## config.mk

```make
export PLATFORM = sky130hd
export DESIGN_NAME = spectrogram_readout_receiver
export DESIGN_NICKNAME = d
export VERILOG_FILES = /design/src/rtl/spectrogram_readout_receiver_pkg.sv /design/src/rtl/spectrogram_readout_receiver_fifo.sv /design/src/rtl/spectrogram_readout_receiver.sv
export SDC_FILE = /design/constraint.sdc
export NUM_CORES = 1
export LEC_CHECK = 0
export CORE_MARGIN = 5
export CORE_UTILIZATION = 45
export DETAILED_ROUTE_END_ITERATION = 8
export PLACE_DENSITY = 0.69
export RECOVER_POWER = 50
export SLEW_MARGIN = 5
export SYNTH_ARGS = -nofsm -noshare
export SYNTH_HDL_FRONTEND = slang
export SYNTH_SLANG_ARGS = --single-unit
```

## constraint.sdc

```tcl
create_clock -name input_serial_readout_clk -period 7 [get_ports input_serial_readout_clk]
set_input_delay 1.4 -clock input_serial_readout_clk [delete_from_list [all_inputs] [get_ports input_serial_readout_clk]]
set_output_delay 1.4 -clock input_serial_readout_clk [all_outputs]
set_load 0.02 [all_outputs]
```

## src/rtl/spectrogram_readout_receiver_pkg.sv

```systemverilog
// Shared types and constants for the spectrogram readout receiver.
// Holds the FSM state enum, the FIFO entry layout and width checks.
package spectrogram_readout_receiver_pkg;

    localparam int DEF_WORD_W     = 8;
    localparam int DEF_N_BINS     = 4;
    localparam int DEF_BIN_W      = 2;
    localparam int DEF_FRAME_W    = 8;
    localparam int DEF_FIFO_DEPTH = 4;

    typedef enum logic {
        ST_IDLE  = 1'b0,
        ST_SHIFT = 1'b1
    } rx_state_e;

    // Entry layout as stored in the FIFO, MSB first: {data, bin, frame}.
    typedef struct packed {
        logic [DEF_WORD_W-1:0]  data;
        logic [DEF_BIN_W-1:0]   bin;
        logic [DEF_FRAME_W-1:0] frame;
    } rx_entry_t;

    function automatic int entry_w(int word_w, int bin_w, int frame_w);
        return word_w + bin_w + frame_w;
    endfunction

    // The shifter keeps all pairs but the last, so at least two pairs.
    function automatic bit word_w_ok(int word_w);
        return (word_w >= 4) && ((word_w % 2) == 0);
    endfunction

    function automatic bit bin_w_ok(int n_bins, int bin_w);
        return (n_bins >= 1) && (bin_w >= 1) &&
               (bin_w >= $clog2(n_bins));
    endfunction

    function automatic bit depth_ok(int depth);
        return (depth >= 2) && ((depth & (depth - 1)) == 0);
    endfunction

endpackage

```

## src/rtl/spectrogram_readout_receiver_fifo.sv

```systemverilog
// readout_fifo: synchronous FIFO for received bin words.
// Ports: clk_i/rst_i (async high), push_i/wdata_i, pop_i,
//        rdata_o (head entry), full_o, empty_o.
// A push onto a full FIFO is taken only when a pop happens too.
module readout_fifo
    import spectrogram_readout_receiver_pkg::*;
#(
    parameter int DEPTH = 4,
    parameter int WIDTH = 8
) (
    input  logic             clk_i,
    input  logic             rst_i,
    input  logic             push_i,
    input  logic [WIDTH-1:0] wdata_i,
    input  logic             pop_i,
    output logic [WIDTH-1:0] rdata_o,
    output logic             full_o,
    output logic             empty_o
);

    localparam int AW = $clog2(DEPTH);
    localparam logic [AW:0] FULL_CNT = (AW + 1)'(DEPTH);

    if (!depth_ok(DEPTH)) begin : g_chk_depth
        $error("readout_fifo: DEPTH must be a power of two >= 2");
    end

    logic [WIDTH-1:0] mem_q [DEPTH];
    logic [AW-1:0]    wr_q;
    logic [AW-1:0]    rd_q;
    logic [AW:0]      cnt_q;
    logic             pop_ok;
    logic             push_ok;

    assign full_o  = (cnt_q == FULL_CNT);
    assign empty_o = (cnt_q == '0);
    assign rdata_o = mem_q[rd_q];

    assign pop_ok  = pop_i & ~empty_o;
    // When full, the slot being freed by the pop is the one written.
    assign push_ok = push_i & (~full_o | pop_ok);

    always_ff @(posedge clk_i or posedge rst_i) begin
        if (rst_i) begin
            for (int i = 0; i < DEPTH; i++) begin
                mem_q[i] <= '0;
            end
            wr_q  <= '0;
            rd_q  <= '0;
            cnt_q <= '0;
        end else begin
            if (push_ok) begin
                mem_q[wr_q] <= wdata_i;
                wr_q        <= wr_q + AW'(1);
            end
            if (pop_ok) begin
                rd_q <= rd_q + AW'(1);
            end
            unique case ({push_ok, pop_ok})
                2'b10:   cnt_q <= cnt_q + (AW + 1)'(1);
                2'b01:   cnt_q <= cnt_q - (AW + 1)'(1);
                default: cnt_q <= cnt_q;
            endcase
        end
    end

endmodule

```

## src/rtl/spectrogram_readout_receiver.sv

```systemverilog
// Receiver for the spectrogram serial readout link: rebuilds bin
// words from 2-bit pairs, tags them with bin/frame and buffers them.
// Ports: input_serial_readout_clk, reset (async high),
//        serial_in/sl_time/sl_ch/sending_data (link side),
//        m_data/m_bin/m_frame/m_valid/m_ready (stream out),
//        frame_done pulse, err_framing/err_overflow sticky flags,
//        clear_errors (synchronous flag clear).
module spectrogram_readout_receiver
    import spectrogram_readout_receiver_pkg::*;
#(
    parameter int WORD_W     = DEF_WORD_W,
    parameter int N_BINS     = DEF_N_BINS,
    parameter int BIN_W      = DEF_BIN_W,
    parameter int FRAME_W    = DEF_FRAME_W,
    parameter int FIFO_DEPTH = DEF_FIFO_DEPTH
) (
    input  logic               input_serial_readout_clk,
    input  logic               reset,
    input  logic [1:0]         serial_in,
    input  logic               sl_time,
    input  logic               sl_ch,
    input  logic               sending_data,
    output logic [WORD_W-1:0]  m_data,
    output logic [BIN_W-1:0]   m_bin,
    output logic [FRAME_W-1:0] m_frame,
    output logic               m_valid,
    input  logic               m_ready,
    output logic               frame_done,
    output logic               err_framing,
    output logic               err_overflow,
    input  logic               clear_errors
);

    localparam int NPAIR   = WORD_W / 2;
    localparam int CNT_W   = $clog2(NPAIR) + 1;
    localparam int ENTRY_W = entry_w(WORD_W, BIN_W, FRAME_W);

    localparam logic [CNT_W-1:0] LAST_PAIR = CNT_W'(NPAIR - 1);
    localparam logic [BIN_W:0]   NBINS_C   = (BIN_W + 1)'(N_BINS);
    localparam logic [BIN_W:0]   LAST_BIN  = (BIN_W + 1)'(N_BINS - 1);

    if (!word_w_ok(WORD_W)) begin : g_chk_word
        $error("WORD_W must be even and at least 4");
    end
    if (!bin_w_ok(N_BINS, BIN_W)) begin : g_chk_bin
        $error("BIN_W too narrow for N_BINS");
    end

    rx_state_e            state_q;
    // Holds the pairs received before the final one of a word.
    logic [WORD_W-3:0]    shift_q;
    logic [CNT_W-1:0]     pair_cnt_q;
    // One spare bit so an overrun past the last bin is visible.
    logic [BIN_W:0]       bin_q;
    logic [FRAME_W-1:0]   frame_q;
    logic                 first_frame_q;
    logic                 frame_done_q;
    logic                 err_framing_q;
    logic                 err_overflow_q;

    logic                 marker;
    logic                 word_start;
    logic                 in_shift;
    logic                 restart;
    logic                 abort;
    logic                 word_done;
    logic                 bin_in_range;
    logic                 push_req;
    logic                 push_acc;
    logic                 overflow_evt;
    logic                 framing_evt;
    logic                 frame_evt;
    logic [WORD_W-1:0]    word;
    logic [ENTRY_W-1:0]   fifo_wdata;
    logic [ENTRY_W-1:0]   fifo_rdata;
    logic                 fifo_full;
    logic                 fifo_empty;

    assign marker     = sl_time | sl_ch;
    assign word_start = sending_data & marker;
    assign in_shift   = (state_q == ST_SHIFT);

    // A marker mid-word aborts the partial word and starts a new one.
    assign restart    = in_shift & word_start;
    assign abort      = in_shift & ~sending_data;
    assign word_done  = in_shift & sending_data & ~marker &
                        (pair_cnt_q == LAST_PAIR);

    assign word       = {shift_q, serial_in};
    assign bin_in_range = (bin_q < NBINS_C);
    assign push_req   = word_done & bin_in_range;

    // With a full FIFO the push lands only if the head pops this edge.
    assign push_acc     = push_req & (~fifo_full | m_ready);
    assign overflow_evt = push_req & fifo_full & ~m_ready;
    assign framing_evt  = restart | abort | (word_done & ~bin_in_range);
    assign frame_evt    = word_start & sl_time;

    assign fifo_wdata = {word, bin_q[BIN_W-1:0], frame_q};

    always_ff @(posedge input_serial_readout_clk or posedge reset) begin
        if (reset) begin
            state_q        <= ST_IDLE;
            shift_q        <= '0;
            pair_cnt_q     <= '0;
            bin_q          <= '0;
            frame_q        <= '0;
            first_frame_q  <= 1'b1;
            frame_done_q   <= 1'b0;
            err_framing_q  <= 1'b0;
            err_overflow_q <= 1'b0;
        end else begin
            frame_done_q   <= push_acc & (bin_q == LAST_BIN);
            err_framing_q  <= (err_framing_q & ~clear_errors) |
                              framing_evt;
            err_overflow_q <= (err_overflow_q & ~clear_errors) |
                              overflow_evt;

            // The first frame after reset keeps frame number 0.
            if (frame_evt) begin
                bin_q         <= '0;
                first_frame_q <= 1'b0;
                if (!first_frame_q) begin
                    frame_q <= frame_q + FRAME_W'(1);
                end
            end else if (push_req) begin
                bin_q <= bin_q + (BIN_W + 1)'(1);
            end

            unique case (state_q)
                ST_IDLE: begin
                    if (word_start) begin
                        shift_q    <= (WORD_W - 2)'(serial_in);
                        pair_cnt_q <= CNT_W'(1);
                        state_q    <= ST_SHIFT;
                    end
                end
                ST_SHIFT: begin
                    if (abort) begin
                        pair_cnt_q <= '0;
                        state_q    <= ST_IDLE;
                    end else if (restart) begin
                        shift_q    <= (WORD_W - 2)'(serial_in);
                        pair_cnt_q <= CNT_W'(1);
                    end else if (word_done) begin
                        pair_cnt_q <= '0;
                        state_q    <= ST_IDLE;
                    end else begin
                        shift_q    <= word[WORD_W-3:0];
                        pair_cnt_q <= pair_cnt_q + CNT_W'(1);
                    end
                end
            endcase
        end
    end

    readout_fifo #(
        .DEPTH (FIFO_DEPTH),
        .WIDTH (ENTRY_W)
    ) u_fifo (
        .clk_i   (input_serial_readout_clk),
        .rst_i   (reset),
        .push_i  (push_req),
        .wdata_i (fifo_wdata),
        .pop_i   (m_ready),
        .rdata_o (fifo_rdata),
        .full_o  (fifo_full),
        .empty_o (fifo_empty)
    );

    assign m_data       = fifo_rdata[ENTRY_W-1 -: WORD_W];
    assign m_bin        = fifo_rdata[FRAME_W +: BIN_W];
    assign m_frame      = fifo_rdata[FRAME_W-1:0];
    assign m_valid      = ~fifo_empty;
    assign frame_done   = frame_done_q;
    assign err_framing  = err_framing_q;
    assign err_overflow = err_overflow_q;

endmodule

```

==> summary.txt <==
Status
  • Status: finished, violations left
  • Failing checks: capacitance limit, slew limit

STA
  • Slew @ Worst Pin: 2.52 ns
  • Peak Freq: 248 MHz
  • Unrepaired setup endpoints after global routing: false
  • Final Critical Period: 4.03 ns
  • Post-route setup TNS: 0 ns
  • Rel. slew slack: -0.690
  • Final Hold Fails: 0
  • Tcrit/Tclk final: 0.575
  • Final setup vio count: 0
  • Final Skew: 0.0117 ns
  • Slew Limit Fails: 58

Critical path
  • Req. time, crit path: 5.60 ns
  • WS Path Type: reg -> out
  • Endpoint class of the critical path: output pin
  • CP Launch Type: flop
  • Arr. time, crit path: 2.63 ns
  • Critical-path maximum fanout: 20

Route
  • Drt first-iter violations: 137
  • DR vias/cell: 5.32
  • ANT nets after route: 0
  • Final wirelength: 8680 um
  • Drt pass-1 iters: 4
  • Average routed wire per standard cell: 18.3 um
  • DRC: 0
  • Via count: 2525

Pwr
  • Peak supply drop: 0.000108 V
  • Pwr Total: 1360 uW
  • Lkg Pwr: 0.00270 uW
  • Total power density per cell area: 251 mW/mm^2

Floorplanning
  • Io pins: 31
  • Starting Density: 0.463
  • Die area: 0.0128 mm^2
  • DIE HEIGHT: 113 um
  • Die W: 113 um
  • Row Count: 37
  • Core ar.: 0.0104 mm^2

Clocking
  • Deepest clock path buffer count: 2
  • Hold buffer count at cts: 0
  • Clock Sinks: 104
  • Post CTS Setup Buffer Count: 0
  • Worst skew pair latency: 0.37 ns
  • Clock-pin slew on the worst setup and hold paths: 0.10 ns
  • Number of clock buffers inserted by TritonCTS: 9
  • Post-CTS resize count: 0
  • H-tree depth: 3
  • Root buffer cell: clkbuf_8
  • CTS tree: built

Layout
  • Synth-to-Final Area Change: 12.7%
  • Final Util: 0.521
  • Finished layout cell area: 0.00541 mm^2
  • Ant diodes: 0
  • Share of cells above drive strength 1: 0.351
  • Nets@finish: 353
  • FILL cells: 883
  • Finished Layout Cells: 475

Placed design
  • Port bufs: 30
  • Post-DP Area: 0.00519 mm^2
  • Gpl congestion: 0.741
  • DP Wirelength: 5450 um
  • Placed cells: 459

Run
  • Max Cap Violations: 1

Yosys
  • Mean Syn Cell Area: 15.8 um^2
  • Syn Nets: 323
  • EDFF count, synth: 0
  • Mapped cell area: 0.00480 mm^2
  • Sequential share of the synthesized area: 0.543
  • Ys flop type: dfrtp_1
  • Count of cell types in the netlist: 38
  • Seq cells post-synth: 104
  • Synth warnings: 0
  • Synth Instances: 304
  • Async set-reset flop share out of synthesis: 1.00

GRT
  • Initial antenna violation count: 0
  • First-pass GRT wire length: 14500 um
  • Vias in the first global route: 2731
  • Largest net degree at the start of global routing: 58
  • Grt ovf: 0
  • GRT Resource Usage Total: 0.146

Worst hold path
  • Worst hold path class: reg -> reg
## cells in the mapped netlist (2+ instances only)
cell      number  share of area
dfrtp_1      103           0.54
xnor2_1        9          0.016
mux4_2        18          0.085
nand4_1        4         0.0052
nand2_4        4         0.0094
mux2_4        40           0.13
and2_1         3         0.0039
o21ai_0        4         0.0042
buf_6          5          0.012
nor2_1         4         0.0031
clkbuf_1       5         0.0039
a21oi_1        3         0.0031
mux2i_1        2         0.0042
nor3_1         4         0.0042
xor2_1         5         0.0091
a22o_1         2         0.0037
inv_1         12         0.0094
ha_1           9          0.023
nand2_1        7         0.0055
and3_1         5         0.0065
mux2_2        39          0.092
## area by class of cell
class,count,area (um^2),share of cell area
clock inverters,4,77.6,0.0144
clock buffers,12,135,0.0250
inverters,12,46.3,0.00856
well taps,136,170,0.0315
multi-input cells,175,2060,0.381
repair buffers,32,315,0.0583
flip-flops and latches,104,2600,0.482
## per-layer routing
layer,vias up,global-route usage,wire [um]
li1,1155,-,-
met1,1331,0.188,4000
met2,31,0.243,4370
met3,8,0.0374,225
met4,0,0.0457,92
met5,-,0,0
## power by group
part	total, uW	leakage, uW	internal (uW)	switching (uW)
clock	409	0.000106	205	204
sequential	730	0.00140	643	87.3
combinational	216	0.00119	113	102
## critical path: stages, from the launching register on
cell and delay [ns]:
dfrtp_1 1.05, mux4_2 0.64, clkdlybuf4s50_1 0.56
## placed cells by master, fill, tap and decap left out, types with 2 or more instances in the layout
| cell type | netlist | routed |
|---|---|---|
| buf_4 | 1 | 2 |
| and3_1 | 5 | 5 |
| mux2i_1 | 2 | 2 |
| xor2_1 | 5 | 5 |
| dlygate4sd3_1 | 0 | 6 |
| nand2_4 | 4 | 4 |
| mux2_2 | 39 | 39 |
| mux2_4 | 40 | 40 |
| nor3_1 | 4 | 4 |
| nand2_1 | 7 | 7 |
| clkbuf_1 | 5 | 3 |
| mux4_2 | 18 | 18 |
| a22o_1 | 2 | 2 |
| dfrtp_1 | 103 | 103 |
| and2_1 | 3 | 2 |
| nand4_1 | 4 | 4 |
| o21ai_0 | 4 | 4 |
| nor2_1 | 4 | 4 |
| inv_1 | 12 | 11 |
| xnor2_1 | 9 | 9 |
| a21oi_1 | 3 | 3 |
| clkbuf_8 | 0 | 9 |
| clkdlybuf4s50_1 | 0 | 24 |
| ha_1 | 9 | 9 |
| inv_6 | 0 | 2 |
| bufinv_16 | 0 | 2 |
## registers in the layout (all words and copies together) (netlist names)
name,cells
bin_q,3
err_framing,1
err_overflow,1
first_frame_q,1
frame_done,1
frame_q,8
in_shift,1
pair_cnt_q,3
shift_q,6
u_fifo.cnt_q,3
u_fifo.mem_q,72
u_fifo.rd_q,2
u_fifo.wr_q,2
## metrics by stage
step,hold WS [ns],worst slack [ns]
6_report,0.496,2.97
4_1_cts,0.505,2.94
5_1_grt,0.513,2.82
2_1_floorplan,0.449,2.87
3_3_place_gp,0.476,2.97
3_5_place_dp,0.482,2.90
## path summary, 6_finish.rpt
check	to	cells after the start	slack, ns	from
min	err_framing$_DFF_PP0_	1	0.50	err_framing$_DFF_PP0_
max in group asynchronous	u_fifo.mem_q[69]$_DFFE_PP0P_	3	3.33	reset
max	m_data[7]	2	2.97	u_fifo.rd_q[0]$_DFFE_PP0P_
min reg2reg	err_framing$_DFF_PP0_	1	0.50	err_framing$_DFF_PP0_
min in group asynchronous	u_fifo.cnt_q[0]$_DFFE_PP0P_	2	2.17	reset
max reg2reg	u_fifo.cnt_q[2]$_DFFE_PP0P_	10	4.33	pair_cnt_q[0]$_DFFE_PP0P_
## kinds of logic (layout without fill, tap and decap cells)
kind of cell / Yosys count / in the layout / share of synthesized area
xor+xnor: 14 / 14 / 0.0256
flops: 104 / 104 / 0.543
mux: 99 / 99 / 0.305
fa+ha+maj: 10 / 10 / 0.0276
simple gates: 39 / 39 / 0.0522
compound gates: 13 / 13 / 0.0180
buf+inv: 25 / 60 / 0.0284
Power figures use the tool's default switching activity.
